--- src/rtl/pc_pkg.sv ---
// Shared types and default sizes for the program-counter sequencer slice.
package pc_pkg;

   typedef enum logic [1:0] {
      IDLE = 2'd0,
      RUN  = 2'd1,
      HALT = 2'd2
   } pc_state_t;

   localparam int PC_W_DEF      = 16;
   localparam int OFF_W_DEF     = 8;
   localparam int RAS_DEPTH_DEF = 4;

endpackage : pc_pkg

--- src/rtl/pc_sequencer_if.sv ---
// Control/address bundle between the control decoder (master) and the
// program-counter sequencer (slave).
interface pc_sequencer_if
   import pc_pkg::*;
#(
   parameter int PC_W  = PC_W_DEF,
   parameter int OFF_W = OFF_W_DEF
);

   logic             start;
   logic             stall;
   logic             halt_req;
   logic             branch_en;
   logic             branch_abs;
   logic [PC_W-1:0]  branch_target;
   logic [OFF_W-1:0] branch_off;
   logic             call;
   logic             ret;
   logic [PC_W-1:0]  pc;
   logic             running;
   logic             halt;
   logic             fault;

   modport master (
      output start, stall, halt_req, branch_en, branch_abs,
             branch_target, branch_off, call, ret,
      input  pc, running, halt, fault
   );

   modport slave (
      input  start, stall, halt_req, branch_en, branch_abs,
             branch_target, branch_off, call, ret,
      output pc, running, halt, fault
   );

endinterface : pc_sequencer_if

--- src/rtl/pc_ras.sv ---
// Return-address stack: DEPTH entries of W bits, synchronous reset.
// The parent never issues push and pop together; a push while full or a
// pop while empty is ignored here and reported by the parent.
module pc_ras
   import pc_pkg::*;
#(
   parameter int DEPTH = RAS_DEPTH_DEF,
   parameter int W     = PC_W_DEF
) (
   input  logic         clk,
   input  logic         reset,
   input  logic         push,
   input  logic         pop,
   input  logic [W-1:0] push_data,
   output logic [W-1:0] top,
   output logic         full,
   output logic         empty
);

   localparam int IDX_W = $clog2(DEPTH);
   localparam int CNT_W = IDX_W + 1;

   logic [W-1:0]     mem [DEPTH];
   logic [CNT_W-1:0] count;
   logic [IDX_W-1:0] top_idx;

   assign full    = (count == CNT_W'(DEPTH));
   assign empty   = (count == '0);
   assign top_idx = count[IDX_W-1:0] - IDX_W'(1);
   assign top     = mem[top_idx];

   // Occupancy count; reset empties the stack.
   always_ff @(posedge clk) begin
      // NOTE: sequential state uses non-blocking assignments so every
      // register samples the pre-edge values of its neighbours.
      if (reset) begin
         count <= '0;
      end else if (push && !full) begin
         count <= count + CNT_W'(1);
      end else if (pop && !empty) begin
         count <= count - CNT_W'(1);
      end
   end

   // Entry storage, written on accepted pushes.
   always_ff @(posedge clk) begin
      // NOTE: the storage array is deliberately not reset; entries above
      // the count are never read, so clearing them would only cost logic.
      if (push && !full) begin
         mem[count[IDX_W-1:0]] <= push_data;
      end
   end

endmodule : pc_ras

--- src/rtl/pc_sequencer.sv ---
// Program-counter sequencer for the instruction-fetch front end.
// Optional return-address stack enabled by defining PC_RAS_EN; without it
// call acts as a plain branch, ret is ignored and fault stays low.
module pc_sequencer
   import pc_pkg::*;
#(
   parameter int              PC_W       = PC_W_DEF,
   parameter int              OFF_W      = OFF_W_DEF,
   parameter int              RAS_DEPTH  = RAS_DEPTH_DEF,
   parameter logic [PC_W-1:0] START_ADDR = '0
) (
   input  logic           clk,
   input  logic           reset,
   pc_sequencer_if.slave  bus
);

   if (RAS_DEPTH < 2 || (RAS_DEPTH & (RAS_DEPTH - 1)) != 0) begin : g_bad_depth
      $error("pc_sequencer: RAS_DEPTH must be a power of two >= 2");
   end
   if (OFF_W > PC_W) begin : g_bad_off
      $error("pc_sequencer: OFF_W must not exceed PC_W");
   end

   pc_state_t       state_q;
   logic [PC_W-1:0] pc_q;
   logic            running_q;
   logic            halt_q;
   logic [PC_W-1:0] pc_plus1;
   logic [PC_W-1:0] off_ext;
   logic [PC_W-1:0] target;
   logic [PC_W-1:0] pc_next;
   logic            advance;

   // Offset is sign-extended; all sums wrap modulo 2^PC_W.
   assign pc_plus1 = pc_q + PC_W'(1);
   assign off_ext  = PC_W'(signed'(bus.branch_off));
   assign target   = bus.branch_abs ? bus.branch_target : (pc_q + off_ext);
   assign advance  = (state_q == RUN) && !bus.halt_req && !bus.stall;

`ifdef PC_RAS_EN
   logic            fault_q;
   logic            ras_push;
   logic            ras_pop;
   logic            ras_err;
   logic [PC_W-1:0] ras_top;
   logic            ras_full;
   logic            ras_empty;

   pc_ras #(
      .DEPTH (RAS_DEPTH),
      .W     (PC_W)
   ) u_ras (
      .clk       (clk),
      .reset     (reset),
      .push      (ras_push),
      .pop       (ras_pop),
      .push_data (pc_plus1),
      .top       (ras_top),
      .full      (ras_full),
      .empty     (ras_empty)
   );

   // Next PC and stack requests in RUN: ret beats branch, branch beats +1.
   always_comb begin
      // NOTE: every always_comb output gets a default first so no path
      // leaves it unassigned and infers a latch.
      pc_next  = pc_plus1;
      ras_push = 1'b0;
      ras_pop  = 1'b0;
      ras_err  = 1'b0;
      if (bus.ret) begin
         if (ras_empty) begin
            ras_err = advance;
         end else begin
            pc_next = ras_top;
            ras_pop = advance;
         end
      end else if (bus.branch_en) begin
         pc_next = target;
         if (bus.call) begin
            ras_push = advance && !ras_full;
            ras_err  = advance && ras_full;
         end
      end
   end

   assign bus.fault = fault_q;
`else
   // Next PC in RUN without a stack: call is a plain branch, ret ignored.
   always_comb begin
      pc_next = pc_plus1;
      if (bus.branch_en) begin
         pc_next = target;
      end
   end

   assign bus.fault = 1'b0;
`endif

   // Control FSM with registered pc, running, halt and fault.
   always_ff @(posedge clk) begin
      if (reset) begin
         state_q   <= IDLE;
         pc_q      <= START_ADDR;
         running_q <= 1'b0;
         halt_q    <= 1'b0;
`ifdef PC_RAS_EN
         fault_q   <= 1'b0;
`endif
      end else begin
         unique case (state_q)
            IDLE: begin
               if (bus.start) begin
                  state_q   <= RUN;
                  running_q <= 1'b1;
               end
            end
            RUN: begin
               if (bus.halt_req) begin
                  state_q   <= HALT;
                  running_q <= 1'b0;
                  halt_q    <= 1'b1;
               end else if (advance) begin
                  pc_q <= pc_next;
`ifdef PC_RAS_EN
                  if (ras_err) begin
                     fault_q <= 1'b1;
                  end
`endif
               end
            end
            HALT: begin
               state_q <= HALT;
            end
            default: begin
               state_q   <= IDLE;
               running_q <= 1'b0;
               halt_q    <= 1'b0;
            end
         endcase
      end
   end

   assign bus.pc      = pc_q;
   assign bus.running = running_q;
   assign bus.halt    = halt_q;

endmodule : pc_sequencer

--- src/flat_wrapper.sv ---
// flat-port wrapper written by rule: the top's interface ports become plain ports
module pc_sequencer_flat import pc_pkg::*;
#(
   parameter int              PC_W       = PC_W_DEF,
   parameter int              OFF_W      = OFF_W_DEF,
   parameter int              RAS_DEPTH  = RAS_DEPTH_DEF,
   parameter logic [PC_W-1:0] START_ADDR = '0
)
  (clk, reset, bus_start, bus_stall, bus_halt_req, bus_branch_en, bus_branch_abs, bus_branch_target, bus_branch_off, bus_call, bus_ret, bus_pc, bus_running, bus_halt, bus_fault);
  pc_sequencer_if #(.PC_W(PC_W), .OFF_W(OFF_W)) bus_i ();
  input  logic clk;
  input  logic reset;
  input wire logic [$bits(bus_i.start)-1:0] bus_start;
  input wire logic [$bits(bus_i.stall)-1:0] bus_stall;
  input wire logic [$bits(bus_i.halt_req)-1:0] bus_halt_req;
  input wire logic [$bits(bus_i.branch_en)-1:0] bus_branch_en;
  input wire logic [$bits(bus_i.branch_abs)-1:0] bus_branch_abs;
  input wire logic [$bits(bus_i.branch_target)-1:0] bus_branch_target;
  input wire logic [$bits(bus_i.branch_off)-1:0] bus_branch_off;
  input wire logic [$bits(bus_i.call)-1:0] bus_call;
  input wire logic [$bits(bus_i.ret)-1:0] bus_ret;
  output wire logic [$bits(bus_i.pc)-1:0] bus_pc;
  output wire logic [$bits(bus_i.running)-1:0] bus_running;
  output wire logic [$bits(bus_i.halt)-1:0] bus_halt;
  output wire logic [$bits(bus_i.fault)-1:0] bus_fault;
  assign bus_i.start = bus_start;
  assign bus_i.stall = bus_stall;
  assign bus_i.halt_req = bus_halt_req;
  assign bus_i.branch_en = bus_branch_en;
  assign bus_i.branch_abs = bus_branch_abs;
  assign bus_i.branch_target = bus_branch_target;
  assign bus_i.branch_off = bus_branch_off;
  assign bus_i.call = bus_call;
  assign bus_i.ret = bus_ret;
  assign bus_pc = bus_i.pc;
  assign bus_running = bus_i.running;
  assign bus_halt = bus_i.halt;
  assign bus_fault = bus_i.fault;
  pc_sequencer #(.PC_W(PC_W), .OFF_W(OFF_W), .RAS_DEPTH(RAS_DEPTH), .START_ADDR(START_ADDR)) u_core (.clk(clk), .reset(reset), .bus(bus_i));
endmodule
--- config.mk ---
export PLATFORM = sky130hd
export DESIGN_NAME = pc_sequencer_flat
export DESIGN_NICKNAME = d
export VERILOG_FILES = /design/src/rtl/pc_pkg.sv /design/src/rtl/pc_sequencer_if.sv /design/src/rtl/pc_ras.sv /design/src/rtl/pc_sequencer.sv /design/src/flat_wrapper.sv
export SDC_FILE = /design/constraint.sdc
export NUM_CORES = 1
export LEC_CHECK = 0
export BUFFER_PORTS_ARGS = -buffer_cell sky130_fd_sc_hd__buf_2
export CAP_MARGIN = 20
export CORE_AREA = 2 2 66 68
export DETAILED_ROUTE_END_ITERATION = 6
export DIE_AREA = 0 0 68 70
export PLACE_DENSITY = 0.78
export SLEW_MARGIN = 10
export SYNTH_ARGS = -nofsm -noshare
export SYNTH_HDL_FRONTEND = slang
export SYNTH_SLANG_ARGS = --single-unit
--- constraint.sdc ---
create_clock -name clk -period 2.5 [get_ports clk]
set_input_delay 0.25 -clock clk [delete_from_list [all_inputs] [get_ports clk]]
set_output_delay 0.25 -clock clk [all_outputs]
set_load 0.03 [all_outputs]
== After elaboration in Yosys (flattened, before gate mapping) ==
Cells that the tools add are included.

* Bits in registers: 20
* Latch bits: 0
* RAM bits: 0
* Memory bits (read-only): 0
* Input bits: 33
* Output and inout bits: 19
* Logic and storage cells: 33
* Memories: 0

* $add $sub $neg: 2
* Multipliers: 0
* Div/mod/pow operators: 0
* Magnitude comparators: 0
* Equal/unequal tests: 4
* Shift-type cells: 0
* Muxes and demuxes: 10
* Bitwise operators: 3
* Reductions and logical operators: 10

{| class="wikitable"
|+ Operators with widths
! operator !! number
|-
| $mux W16 || 2
|-
| $add A16 B1 Y16 const B || 1
|-
| $add A16 B16 Y16 || 1
|-
| $pmux W2 S3 || 1
|-
| $reduce_and A3 Y1 || 2
|-
| $mux W2 || 2
|-
| $ne A2 B2 Y1 const B || 2
|-
| $reduce_and A2 Y1 || 2
|-
| $mux W1 || 3
|-
| $not A1 Y1 || 3
|-
| $pmux W1 S3 || 1
|-
| $eq A2 B1 Y1 const B || 1
|-
| $eq A2 B2 Y1 const B || 1
|-
| $logic_and A1 B1 Y1 || 2
|-
| $logic_not A1 Y1 || 2
|-
| $logic_not A2 Y1 || 1
|-
| $pmux W1 S2 || 1
|-
| $reduce_or A2 Y1 || 1
|}

== Longest topological paths before layout ==
* Depth in word-level cells: 4
* Gate-level depth with buffers: 11
* Gate-level depth less buffers: 9

== Worst setup path before layout ==
OpenSTA, ideal clock, no wires.

* Path kind: reg2reg
* From: reg u_core.pc_q[0], in the netlist u_core.bus.pc[0]
* To: reg u_core.pc_q[12], in the netlist u_core.bus.pc[12]
* Setup time: 117 ps
* Arrival: 2287 ps
* Required time: 2383 ps
* Path slack: 95 ps
* Stages on the path, launching flop included: 10
* Path buffers: 0
* Clock period less this slack: 2405 ps
* Path through: dfxtp_1 -> ha_1 -> fa_1 -> a21oi_1 -> o21ai_0 -> a21oi_1 -> a211oi_1 -> or3_1 -> nand3_1 -> nand2_1

* Cells in the longest elaborated chain, start to end: 3
* Elaborated cells on any way between the ends: 4
* Those cells by class: add/sub: 2; mux: 2

{| class="wikitable"
|+ Ends and longest elaborated chain
! item !! line !! RTL
|-
| start: declaration || pc_sequencer.sv:25 || <nowiki>logic [PC_W-1:0] pc_q;</nowiki>
|-
| start signal: assignment || pc_sequencer.sv:124 || <nowiki>pc_q <= pc_next;</nowiki>
|-
| $add A16 B16 Y16 || pc_sequencer.sv:37 || <nowiki>assign target = bus.branch_abs ? bus.branch_target : (pc_q + off_ext);</nowiki>
|-
| $mux W16 || pc_sequencer.sv:37 ||
|-
| $mux W16 (*) || pc_sequencer.sv:92 || <nowiki>if (bus.branch_en) begin</nowiki>
|}

Mark *: on every way between the ends. The rest lies on a longest branch, timed or not.
A chain may end at the register's enable or synchronous reset.

== Worst setup path after layout ==
* From: reg u_core.pc_q[1], in the netlist u_core.bus.pc[1]
* To: reg u_core.pc_q[13], in the netlist u_core.bus.pc[13]

Same word-level chain as after synthesis.

==> results.py <==
metrics = {
    "floorplan": {
        "core_um2": 4140,
        "num_rows": 24,
        "start_util_pct": 50.4,
        "die_w_um": 68,
        "die_height_um": 70,
        "ioPinCount": 52,
        "die_area_um2": 4760,
    },
    "final_layout": {
        "final_common_cell": "buf_2",
        "nFillCells": 404,
        "n_antenna_cell": 0,
        "syn2layout_area_growth_pct": 15.3,
        "layout_common_cells": "buf_2 (48), a21oi_1 (34), nand2_1 (28)",
        "drive_above_1_share_pct": 21.5,
        "nets": 385,
    },
    "drt": {
        "ant_nets": 0,
        "wl_per_cell_um": 14.4,
        "first_pass_iters": 4,
        "drt-initial-drc-count": 186,
        "wirelength_mm": 5.52,
        "vias_per_cell": 5.98,
        "drc": 0,
        "via_count": 2289,
    },
    "clock_network": {
        "max-clock-path-buffers": 2,
        "clockRootBuffer": "clkbuf_8",
        "tritoncts": "built",
        "hold_buffers": 0,
        "clkLatencyLatePin_ns": 0.26,
        "cts_setup_buffers": 0,
        "path_clk_slew_ns": 0.08,
        "cts.sinks": 20,
        "ctsResizeCount": 0,
        "numCtsBuffers": 3,
        "htree_levels": 1,
    },
    "power_and_ir_drop": {
        "switching_share_pct": 34.0,
        "power_uw": 882,
        "vdd_ir_drop_max_mv": 0.290,
        "p_comb_share_pct": 31.3,
        "p_sw_uw": 300,
        "power.density_nw_per_um2": 367,
        "p_seq_share_pct": 39.8,
        "p_leak_nw": 1.08,
        "clock_power_share_pct": 29.0,
        "p_int_uw": 583,
    },
    "grt": {
        "antenna_found_initial": 0,
        "first_global_vias": 2019,
        "grt_overflow_total": 0,
        "grt_max_degree": 37,
        "track_usage_pct": 23.5,
        "grt_pass1_wl_mm": 8.85,
    },
    "yosys": {
        "synth_cell_types": 51,
        "synthTopCellsByArea": "dfxtp_1 (19%), ha_1 (11%), a21oi_1 (8.2%)",
        "synth-edff-count": 0,
        "ys_ff_latch": 20,
        "synthFlopType": "dfxtp_1",
        "avgSynthCellArea_um2": 7.30,
        "yosys.area.top_type": "dfxtp_1",
        "syn_area_um2": 2090,
        "yosysWarningCount": 0,
        "async_flop_share_pct": 0,
        "syn-num-nets": 339,
        "syn-instance-count": 286,
        "yosysSeqAreaShare_pct": 19.2,
        "yosysTopAreaCellShare_pct": 19.2,
    },
    "sta": {
        "period_needed_ns": 2.33,
        "drv_slew": 0,
        "fmax_mhz": 429,
        "hold_viol": 0,
        "relSlewSlack_pct": 61.5,
        "finalClockSkew_ns": 0.00524,
        "tightestPinTransition_ns": 0.577,
        "rsz0062_at_grt": "false",
        "fin_tns_setup_ns": 0,
        "setup_violations": 0,
        "final.period_utilization_pct": 93.2,
    },
    "critical_path": {
        "start_kind": "flip-flop",
        "worstPathRequired_ns": 2.65,
        "critPathArrivalTime_ns": 2.48,
        "cp_max_fo": 8,
        "end_kind": "flip-flop",
        "crit_type": "flip-flop to flip-flop",
    },
    "place": {
        "hpwl_mm": 4.26,
        "place_congestion": 0.885,
        "port-buffer-count": 48,
    },
    "run": {
        "drv_cap": 0,
    },
    "hold_path": {
        "hp-class": "input port to flip-flop",
    },
    "status": {
        "run_status": "complete, no violations",
    },
}
-- logic make-up after synthesis --
family / Yosys count / share of synthesized area (%)
compound gates: 99 / 29.4
xor+xnor: 14 / 5.87
fa+ha+maj: 20 / 12.4
buf+inv: 23 / 6.47
flops: 20 / 19.2
mux: 2 / 1.02
other cells: 1 / 0.180
simple gates: 107 / 25.5
-- sequential cells by signal, indices dropped and copies added, names as in the netlist --
signal	count
u_core.state_q	2
u_core.bus.running	1
u_core.bus.pc	16
u_core.bus.halt	1
-- cell usage after synthesis, drive strengths merged, types with 2 or more instances --
| cell type | count |
|---|---|
| a211o | 2 |
| o21ai | 26 |
| or2 | 3 |
| ha | 19 |
| a211oi | 4 |
| nand4 | 5 |
| xor2 | 4 |
| a22oi | 2 |
| nor2b | 3 |
| o211ai | 2 |
| clkbuf | 12 |
| a21o | 4 |
| o21bai | 2 |
| o21a | 3 |
| nor3 | 11 |
| xnor2 | 10 |
| nand2b | 5 |
| nor4 | 2 |
| a32o | 3 |
| nor2 | 24 |
| nor4b | 3 |
| buf | 4 |
| a21oi | 34 |
| a31oi | 9 |
| nand3 | 16 |
| dfxtp | 20 |
| nand2 | 28 |
| and3 | 4 |
| inv | 7 |
| or3 | 2 |
-- metal layers --
layer | track usage [%] | share of wire, % | vias up
li1 | - | - | 1145
met1 | 30.7 | 44 | 1044
met2 | 38.1 | 47 | 88
met3 | 4.51 | 5.9 | 12
met4 | 8.22 | 2.5 | 0
met5 | 0 | 0 | -
-- area by class of cell --
type,instances,area (um^2),area share (%)
well taps,52,65.1,2.70
inverters,7,26.3,1.09
flip-flops and latches,20,400,16.6
clock buffers,4,55.1,2.29
multi-input cells,243,1550,64.5
repair buffers,57,308,12.8
-- power groups by stage --
stage,Sequential (mW),Clock (mW),Combinational [mW]
2_1_floorplan,0.382,0,0.176
3_3_place_gp,0.358,0,0.267
3_5_place_dp,0.358,0,0.274
4_1_cts,0.351,0.260,0.275
5_1_grt,0.353,0.270,0.308
6_report,0.351,0.256,0.276
-- critical path, stage by stage (launching register included) --
cell     delay, ns
dfxtp_1       0.50
ha_1          0.29
a21oi_1       0.16
nor2b_1       0.08
a31oi_1       0.37
o21ai_0       0.24
a211o_1       0.31
xnor2_1       0.18
a21oi_1       0.09
-- stage by stage --
step	hold WS (ns)	util (%)	cells	instance area [um^2]	setup WS, ns
global route	0.294	58.1	383	2410	0.0149
floorplan	0.439	-	286	2090	0.0954
detailed placement	0.495	56.7	379	2350	0.206
CTS	0.272	58.1	383	2410	0.175
global placement	0.496	56.7	379	2350	0.258
finish	0.280	58.1	383	2410	0.170
-- path summary, 6_finish.rpt --
kind	start	end	slack [ns]	cells after the start
max	u_core.bus.pc[1]	u_core.bus.pc[13]	0.17	8
min	bus_halt_req	u_core.bus.halt	0.28	3
max reg2reg	u_core.bus.pc[1]	u_core.bus.pc[13]	0.17	8
min reg2reg	u_core.bus.halt	u_core.bus.halt	0.51	2
No activity file was read; power rests on OpenSTA's default activity.
